`src/rtl/motor_speed_loop_ctrl.sv`:
```
// motor_speed_loop_ctrl
// Closed-loop motor speed controller. Once per loop period it samples the
// target and measured RPM, runs a shift-gain PI update with integrator
// anti-windup, and publishes a clamped PWM duty word with a one-cycle strobe.
// Repeated high-duty loops while the motor reads zero speed latch a stall fault.

module motor_speed_loop_ctrl #(
    parameter int LOOP_PERIOD_CYCLES = 1250000,
    parameter int KP_SHIFT           = 2,
    parameter int KI_SHIFT           = 4,
    parameter int INTEG_LIMIT        = 4096,
    parameter int STALL_DUTY         = 256,
    parameter int STALL_LOOPS        = 3
) (
    input  logic       clk_in,
    input  logic       reset_in,
    input  logic       enable_in,
    input  logic [9:0] target_rpm_in,
    input  logic [9:0] actual_rpm_in,
    output logic [9:0] duty_out,
    output logic       duty_valid_out,
    output logic       fault_out
);

    // Period counter sized to hold LOOP_PERIOD_CYCLES-1.
    localparam int CNT_W = (LOOP_PERIOD_CYCLES > 1) ? $clog2(LOOP_PERIOD_CYCLES) : 1;
    localparam logic [CNT_W-1:0] CNT_WRAP = CNT_W'(LOOP_PERIOD_CYCLES - 1);

    // Stall counter only needs to reach STALL_LOOPS before the fault trips.
    localparam int STALL_W = (STALL_LOOPS > 0) ? $clog2(STALL_LOOPS + 1) : 1;
    localparam logic [STALL_W-1:0] STALL_TRIP = STALL_W'(STALL_LOOPS);

    // Integrator bounds, kept one bit wider than the integrator so the
    // unsaturated sum can be compared without overflow.
    localparam logic signed [16:0] INTEG_MAX = 17'(INTEG_LIMIT);
    localparam logic signed [16:0] INTEG_MIN = 17'(-INTEG_LIMIT);

    localparam logic signed [19:0] DUTY_MAX     = 20'sd1023;
    localparam logic        [10:0] STALL_DUTY_W = 11'(STALL_DUTY);

    typedef enum logic [2:0] {
        ST_IDLE   = 3'd0,
        ST_RUN    = 3'd1,
        ST_SAMPLE = 3'd2,
        ST_INTEG  = 3'd3,
        ST_OUTPUT = 3'd4,
        ST_FAULT  = 3'd5
    } state_t;

    state_t              state_q,     state_d;
    logic [CNT_W-1:0]    cnt_q,       cnt_d;
    logic signed [10:0]  err_q,       err_d;
    logic [9:0]          target_q,    target_d;
    logic [9:0]          actual_q,    actual_d;
    logic signed [15:0]  integ_q,     integ_d;
    logic                sat_hi_q,    sat_hi_d;
    logic                sat_lo_q,    sat_lo_d;
    logic [STALL_W-1:0]  stall_cnt_q, stall_cnt_d;
    logic [9:0]          duty_q,      duty_d;
    logic                duty_valid_q, duty_valid_d;
    logic                fault_q,     fault_d;

    // Datapath intermediates
    logic [CNT_W-1:0]    cnt_inc;
    logic signed [16:0]  integ_wide;
    logic signed [15:0]  integ_sat;
    logic                err_pos;
    logic                err_neg;
    logic                integ_hold;
    logic signed [19:0]  prop_ext;
    logic signed [19:0]  prop_term;
    logic signed [19:0]  int_ext;
    logic signed [19:0]  int_term;
    logic signed [19:0]  pi_sum;
    logic [9:0]          duty_clamped;
    logic                clamp_hi;
    logic                clamp_lo;
    logic                stall_hit;
    logic [STALL_W-1:0]  stall_inc;
    logic                stall_trip;
    logic                leave_to_idle;

    // Free-running loop period counter value for the next cycle, wrapping so the period is exact.
    always_comb begin
        cnt_inc = (cnt_q == CNT_WRAP) ? '0 : cnt_q + 1'b1;
    end

    // Integrator candidate: add the latched error and saturate to the symmetric limit;
    // anti-windup holds the integrator when last loop's output clamped in the error's direction.
    always_comb begin
        integ_wide = {integ_q[15], integ_q} + {{6{err_q[10]}}, err_q};
        if (integ_wide > INTEG_MAX) begin
            integ_sat = INTEG_MAX[15:0];
        end else if (integ_wide < INTEG_MIN) begin
            integ_sat = INTEG_MIN[15:0];
        end else begin
            integ_sat = integ_wide[15:0];
        end
        err_pos    = !err_q[10] && (err_q != '0);
        err_neg    = err_q[10];
        integ_hold = (sat_hi_q && err_pos) || (sat_lo_q && err_neg);
    end

    // PI sum with arithmetic shifts (integral term floors toward minus infinity), then clamp to the duty range.
    always_comb begin
        prop_ext     = {{9{err_q[10]}}, err_q};
        prop_term    = prop_ext <<< KP_SHIFT;
        int_ext      = {{4{integ_q[15]}}, integ_q};
        int_term     = int_ext >>> KI_SHIFT;
        pi_sum       = prop_term + int_term;
        duty_clamped = pi_sum[9:0];
        clamp_hi     = 1'b0;
        clamp_lo     = 1'b0;
        if (pi_sum[19]) begin
            duty_clamped = '0;
            clamp_lo     = 1'b1;
        end else if (pi_sum > DUTY_MAX) begin
            duty_clamped = 10'd1023;
            clamp_hi     = 1'b1;
        end
    end

    // Stall detection: driving hard while the tachometer reads zero speed.
    always_comb begin
        stall_hit  = (actual_q == '0) && (target_q != '0) &&
                     ({1'b0, duty_clamped} >= STALL_DUTY_W);
        stall_inc  = stall_cnt_q + 1'b1;
        stall_trip = stall_hit && (stall_inc == STALL_TRIP);
    end

    // Sequencer: next state and next register values; dropping enable abandons any in-flight loop.
    always_comb begin
        state_d      = state_q;
        cnt_d        = cnt_q;
        err_d        = err_q;
        target_d     = target_q;
        actual_d     = actual_q;
        integ_d      = integ_q;
        sat_hi_d     = sat_hi_q;
        sat_lo_d     = sat_lo_q;
        stall_cnt_d  = stall_cnt_q;
        duty_d       = duty_q;
        duty_valid_d = 1'b0;
        fault_d      = fault_q;

        leave_to_idle = (state_q != ST_IDLE) && !enable_in;

        if ((state_q == ST_IDLE) || leave_to_idle) begin
            cnt_d       = '0;
            err_d       = '0;
            target_d    = '0;
            actual_d    = '0;
            integ_d     = '0;
            sat_hi_d    = 1'b0;
            sat_lo_d    = 1'b0;
            stall_cnt_d = '0;
            duty_d      = '0;
            fault_d     = 1'b0;
            state_d     = ((state_q == ST_IDLE) && enable_in) ? ST_RUN : ST_IDLE;
        end else begin
            case (state_q)
                ST_RUN: begin
                    cnt_d = cnt_inc;
                    if (cnt_q == CNT_WRAP) begin
                        state_d = ST_SAMPLE;
                    end
                end
                ST_SAMPLE: begin
                    cnt_d    = cnt_inc;
                    target_d = target_rpm_in;
                    actual_d = actual_rpm_in;
                    err_d    = $signed({1'b0, target_rpm_in}) - $signed({1'b0, actual_rpm_in});
                    state_d  = ST_INTEG;
                end
                ST_INTEG: begin
                    cnt_d = cnt_inc;
                    if (!integ_hold) begin
                        integ_d = integ_sat;
                    end
                    state_d = ST_OUTPUT;
                end
                ST_OUTPUT: begin
                    cnt_d    = cnt_inc;
                    sat_hi_d = clamp_hi;
                    sat_lo_d = clamp_lo;
                    if (stall_trip) begin
                        stall_cnt_d = '0;
                        integ_d     = '0;
                        duty_d      = '0;
                        fault_d     = 1'b1;
                        state_d     = ST_FAULT;
                    end else begin
                        stall_cnt_d  = stall_hit ? stall_inc : '0;
                        duty_d       = duty_clamped;
                        duty_valid_d = 1'b1;
                        state_d      = ST_RUN;
                    end
                end
                ST_FAULT: begin
                    cnt_d   = '0;
                    integ_d = '0;
                    duty_d  = '0;
                    fault_d = 1'b1;
                end
                default: begin
                    state_d = ST_IDLE;
                end
            endcase
        end
    end

    // State and datapath registers, cleared asynchronously by reset.
    always_ff @(posedge clk_in or posedge reset_in) begin
        if (reset_in) begin
            state_q      <= ST_IDLE;
            cnt_q        <= '0;
            err_q        <= '0;
            target_q     <= '0;
            actual_q     <= '0;
            integ_q      <= '0;
            sat_hi_q     <= 1'b0;
            sat_lo_q     <= 1'b0;
            stall_cnt_q  <= '0;
            duty_q       <= '0;
            duty_valid_q <= 1'b0;
            fault_q      <= 1'b0;
        end else begin
            state_q      <= state_d;
            cnt_q        <= cnt_d;
            err_q        <= err_d;
            target_q     <= target_d;
            actual_q     <= actual_d;
            integ_q      <= integ_d;
            sat_hi_q     <= sat_hi_d;
            sat_lo_q     <= sat_lo_d;
            stall_cnt_q  <= stall_cnt_d;
            duty_q       <= duty_d;
            duty_valid_q <= duty_valid_d;
            fault_q      <= fault_d;
        end
    end

    assign duty_out       = duty_q;
    assign duty_valid_out = duty_valid_q;
    assign fault_out      = fault_q;

endmodule

```
`config.mk`:
```
export PLATFORM = sky130hd
export DESIGN_NAME = motor_speed_loop_ctrl
export DESIGN_NICKNAME = d
export VERILOG_FILES = /design/src/rtl/motor_speed_loop_ctrl.sv
export SDC_FILE = /design/constraint.sdc
export NUM_CORES = 1
export LEC_CHECK = 0
export ABC_AREA = 1
export ABC_CLOCK_PERIOD_IN_PS = 5750
export BUFFER_PORTS_ARGS = -buffer_cell sky130_fd_sc_hd__clkbuf_2
export CORE_ASPECT_RATIO = 1.2
export CORE_MARGIN = 2
export CORE_UTILIZATION = 60
export CTS_BUF_LIST = sky130_fd_sc_hd__clkbuf_8
export DETAILED_ROUTE_END_ITERATION = 12
export GPL_TIMING_DRIVEN = 0
export PLACE_DENSITY_LB_ADDON = 0.08
export SETUP_SLACK_MARGIN = 0.5
export SYNTH_ARGS = -nofsm -noshare
export SYNTH_HDL_FRONTEND = slang
export SYNTH_SLANG_ARGS = --single-unit
```
`constraint.sdc`:
```
create_clock -name clk_in -period 5.75 [get_ports clk_in]
set_input_delay 1.15 -clock clk_in [delete_from_list [all_inputs] [get_ports clk_in]]
set_output_delay 1.15 -clock clk_in [all_outputs]
set_load 0.01 [all_outputs]
```
# Word-level counts from Yosys, hierarchy flattened
# Cells that the tools add are included.
[totals]
elab_cells = 100
input_bits = 23
register_bits = 87
output_inout_bits = 12
[classes]
magnitude_cmp = 4
add_sub_neg = 5
eq_ne = 11
reduce_logical = 26
muxes = 42
[op_table]
columns = ["op", "count"]
rows = [
  ["2-to-1 mux 10 bit", 8],
  ["2-to-1 mux 16 bit", 5],
  ["case mux 16 bit (3 select lines)", 1],
  ["2-to-1 mux 21 bit", 2],
  ["case mux 21 bit (2 select lines)", 1],
  ["2-to-1 mux 11 bit", 2],
  ["adder 21 x 1 -> 21 bit (second input constant)", 1],
  ["== test 21 bit (second input constant)", 1],
  ["case mux 10 bit (2 select lines)", 1],
  ["adder 16 x 11 -> 17 bit", 1],
  ["> comparator 17 x 14 -> 1 bit (second input constant)", 1],
  ["< comparator 17 x 13 -> 1 bit (second input constant)", 1],
  ["case mux 3 bit (5 select lines)", 1],
  ["adder 13 x 12 -> 14 bit", 1],
  ["> comparator 14 x 11 -> 1 bit (second input constant)", 1],
  ["2-to-1 mux 1 bit", 13],
  ["nonzero test 11 bit", 1],
  ["subtractor 10 x 10 -> 11 bit", 1],
  [">= comparator 10 x 9 -> 1 bit (second input constant)", 1],
  ["zero test 10 bit", 1],
  ["nonzero test 10 bit", 1],
  ["2-to-1 mux 3 bit", 3],
  ["!= test 3 bit (second input constant)", 3],
  ["nonzero test 3 bit", 3],
  ["17 further kinds", 33],
]

# Depth between registers and ports, before layout
[depth]
ltp_word = 10
mapped_depth = 19

# Worst setup path before layout
# OpenSTA, ideal clock, no wires.
[synth_timing]
path_type = "in2reg"
startpoint = "input port target_rpm_in[0]"
endpoint = "register err_q[8]"
required_time_ps = 5621
setup_slack_ps = 2775
arrival_time_ps = 2846
n_path_buf = 0
stages = 16
path_cell_list = "inv_1 > ha_1 > inv_1 > fa_1 > nand2_1 > inv_1 > o21ai_0 > nand2_1 > nand2_1 > nand2_1 > a21oi_1 > nor2_1 > o21ai_0 > nand2_1 > o21ai_0 > o21ai_0"
[synth_between]
elab_chain_len = 3
[synth_rtl]
columns = ["element", "line_no", "source"]
rows = [
  ["start, declared", "18", "input logic [9:0] target_rpm_in,"],
  ["subtractor 10 x 10 -> 11 bit", "172", "err_d = $signed({1'b0, target_rpm_in}) - $signed({1'b0, actual_rpm_in});"],
  ["2-to-1 mux 11 bit", "161", "case (state_q)"],
  ["2-to-1 mux 11 bit", "148", "if ((state_q == ST_IDLE) || leave_to_idle) begin"],
  ["end signal, assigned", "230", "err_q <= err_d;"],
  ["end, declared", "52", "logic signed [10:0] err_q, err_d;"],
]
# No other way between the ends. The select of a mux whose other input is x is not followed.
# A chain may end at the register's enable or synchronous reset.

# Worst setup path after layout
# Same ends and word-level chain as after synthesis.

==> impl_metrics.csv <==
group,metric,value,unit
yosys,synth-main-ff-cell,"dfrtp_1",
yosys,yosys-mux-area-fraction,0,
hold_path,hp-class,"reg2reg",
die,die_h,115,um
grt,grt.total_usage,0.300,
clock_network,htree_levels,3,
hold_path,holdPathEnd,"duty_out[3]",
routing,drtPass1Iterations,5,
yosys,synth_top_family_by_area,"simple AND/OR/NAND/NOR gates",
sta,hold_viol,0,
routing,wl_per_cell,14.8,um
worst_setup_path,rr_worst_depth,16,
sta,final.setup_skew,0.00907,ns
yosys,synthDistinctLibCells,48,
sta,maxSlewViolCount,0,
sta,finalSetupViolCount,0,
power,p_leak,0.00367,uW
sta,max_slew_margin,0.632,
sta,final.setup.tns,0,ns
power,power_density,324,nW/um^2
grt,antenna_found_initial,0,
die,initial_core_util,0.616,
place,port-buffer-count,34,
clock_network,clk_latency,0.37,ns
sta,period_minus_slack,3.10,ns
yosys,synth_xor_area_frac,0.0142,
die,coreArea,10000,um^2
sta,grt_setup_unrepaired,"false",
hold_path,min_from,"duty_out[3]",
layout,final_cell_mix,"nand2_1 (259), inv_1 (140), dfrtp_1 (87), nor2_1 (85), nand3_1 (60)",
yosys,synth-seq-area-share,0.353,
yosys,yosys_warnings,0,
routing,drt_iter0_drc,316,
die,ios,35,
clock_network,cts_resized,0,
worst_setup_path,critPathLaunchType,"input port",
yosys,synth_area,6160,um^2
yosys,synth_edf_count,0,
outcome,outcome,"finished, final reports clean",
grt,grt_overflow,0,
layout,final_nets,987,
clock_network,root_buffer,"clkbuf_8",
yosys,async_reset_ff_frac,1.00,
hold_path,whs_path_depth,2,
worst_setup_path,crit_fanout,3,
sta,max_slew.worst_pin.slew,0.550,ns
die,dieArea,11100,um^2
worst_setup_path,endpoint_kind,"flip-flop",
grt,grt_max_degree,47,
layout,num_antenna_cells,0,
routing,route.detailed.drc,0,
die,rows,40,
sta,fmax,322,MHz
routing,ant_nets,0,
yosys,synth_compound_area_frac,0.109,
routing,totalWireLength,15600,um
grt,grt_pass1_vias,5641,
yosys,synthSimpleGateAreaFrac,0.337,
layout,nFillCells,862,
clock_network,post_cts_buffers,0,
routing,drt-vias-per-instance,5.55,
yosys,syn_avg_cell_area,7.03,um^2
worst_setup_path,cp.required,5.99,ns
clock_network,cts.path.max_buffers,2,
worst_setup_path,r2r_slack,2.86,ns
clock_network,cts.sinks,87,
place,gp_congestion,0.943,
place,hpwl,12200,um
sta,finalCritPeriodShare,0.540,
worst_setup_path,r2r_start,"err_q[0]",
yosys,synth_seq_cells,87,
routing,vias,5854,
run,drv_cap,0,
layout,final_common_cell,"nand2_1",
clock_network,numCtsBuffers,9,
clock_network,clk_pin_slew,0.09,ns
layout,drive_above_1_share,0.0948,
worst_setup_path,worstSetupPathType,"in2reg",
yosys,synth-adder-area-share,0.0869,
grt,grt_pass1_wl,25800,um
worst_setup_path,r2r-end,"integ_q[8]",
layout,final_util,0.676,
clock_network,cts_tree,"done",
yosys,synthesis.nets,941,
worst_setup_path,cp_data_arrival_time,3.34,ns
yosys,syn_inst,877,
die,dieWidth,96.5,um
power,irDropWorstVdd,221,uV
layout,area.growth.synth_to_final,9.73,%
clock_network,ctsHoldBuffers,0,
==> metal layers <==
| metal | GRT usage | vias to the layer above | share of wire |
|---|---|---|---|
| li1 | - | 2937 | - |
| met1 | 0.364 | 2729 | 0.43 |
| met2 | 0.517 | 151 | 0.49 |
| met3 | 0.0531 | 37 | 0.045 |
| met4 | 0.131 | 0 | 0.036 |
| met5 | 0 | - | 0 |
==> where the power goes <==
| group | switching [uW] | total (uW) | internal [uW] |
|---|---|---|---|
| clock network | 225 | 506 | 281 |
| registers | 87.9 | 788 | 700 |
| logic | 601 | 899 | 299 |
| total | 913 | 2190 | 1280 |
==> state kept, by name, indices dropped and copies added (netlist names) <==
name / count
duty_valid_out: 1
err_q: 11
sat_lo_q: 1
stall_cnt_q: 2
duty_out: 10
integ_q: 16
state_q: 3
cnt_q: 21
sat_hi_q: 1
fault_out: 1
target_q: 10
actual_q: 10
==> stage by stage <==
stage	power [uW]	cell area, um^2	setup WS (ns)	cells	hold slack, ns
6_report	2190	6760	2.65	1054	0.486
5_1_grt	2340	6760	2.41	1054	0.504
2_1_floorplan	1420	6160	2.35	877	0.446
3_5_place_dp	1680	6520	2.32	1038	0.465
4_1_cts	2190	6760	2.66	1054	0.488
3_3_place_gp	1660	6490	1.47	1037	0.461
==> final cells by class <==
class / instances / area (um^2) / area share
clock buffer: 12 / 165 / 0.0244
timing repair buffer: 35 / 198 / 0.0292
clock inverter: 4 / 76.3 / 0.0113
multi-input combinational: 634 / 3370 / 0.499
inverter: 145 / 547 / 0.0809
sequential: 87 / 2180 / 0.322
tap: 126 / 158 / 0.0233
buffer: 11 / 67.6 / 0.00999
==> cells in the mapped netlist (7+ instances only) <==
cell,n,area (um^2)
a21oi_1,28,140
a22o_1,7,61.3
dfrtp_1,87,2180
ha_1,38,475
inv_1,141,529
nand2_1,259,972
nand2_2,7,43.8
nand3_1,60,300
nand4_1,18,113
nor2_1,85,319
nor3_1,13,65.1
nor4_1,7,43.8
o21ai_0,42,210
xnor2_1,7,61.3
==> kinds of logic (layout without fill, tap and decap cells) <==
group | count (synthesis) | in the layout
xor gates and xnor gates | 10 | 10
AOI/OAI and AO/OA | 108 | 108
and+or+nand+nor | 475 | 475
buffers and inverters | 156 | 207
DFF | 87 | 87
adders and majority gates | 41 | 41
==> worst max path at each step <==
stage | from | cells after the start | to | slack, ns
final | target_rpm_in[0] | 17 | err_q[8] | 2.65
after global routing | target_rpm_in[0] | 18 | err_q[8] | 2.41
after CTS | target_rpm_in[0] | 17 | err_q[8] | 2.66
after detailed placement | target_rpm_in[0] | 17 | err_q[8] | 2.32
after global placement | reset_in | 2 | duty_valid_out | 1.47
after floorplan | reset_in | 1 | actual_q[0] | 2.35
==> worst max-delay path, cell delays in order <==
cell and delay (ns):
clkbuf_2 0.08, inv_1 0.07, ha_1 0.20, inv_1 0.08, fa_1 0.38, nand2_1 0.07
inv_1 0.05, o21ai_0 0.21, nand2_1 0.08, nand2_1 0.09, nand2_1 0.06, a21oi_1 0.17
nor2_1 0.09, o21ai_0 0.15, nand2_1 0.10, o21ai_0 0.21, o21ai_0 0.12
No activity file was read; power rests on OpenSTA's default activity.
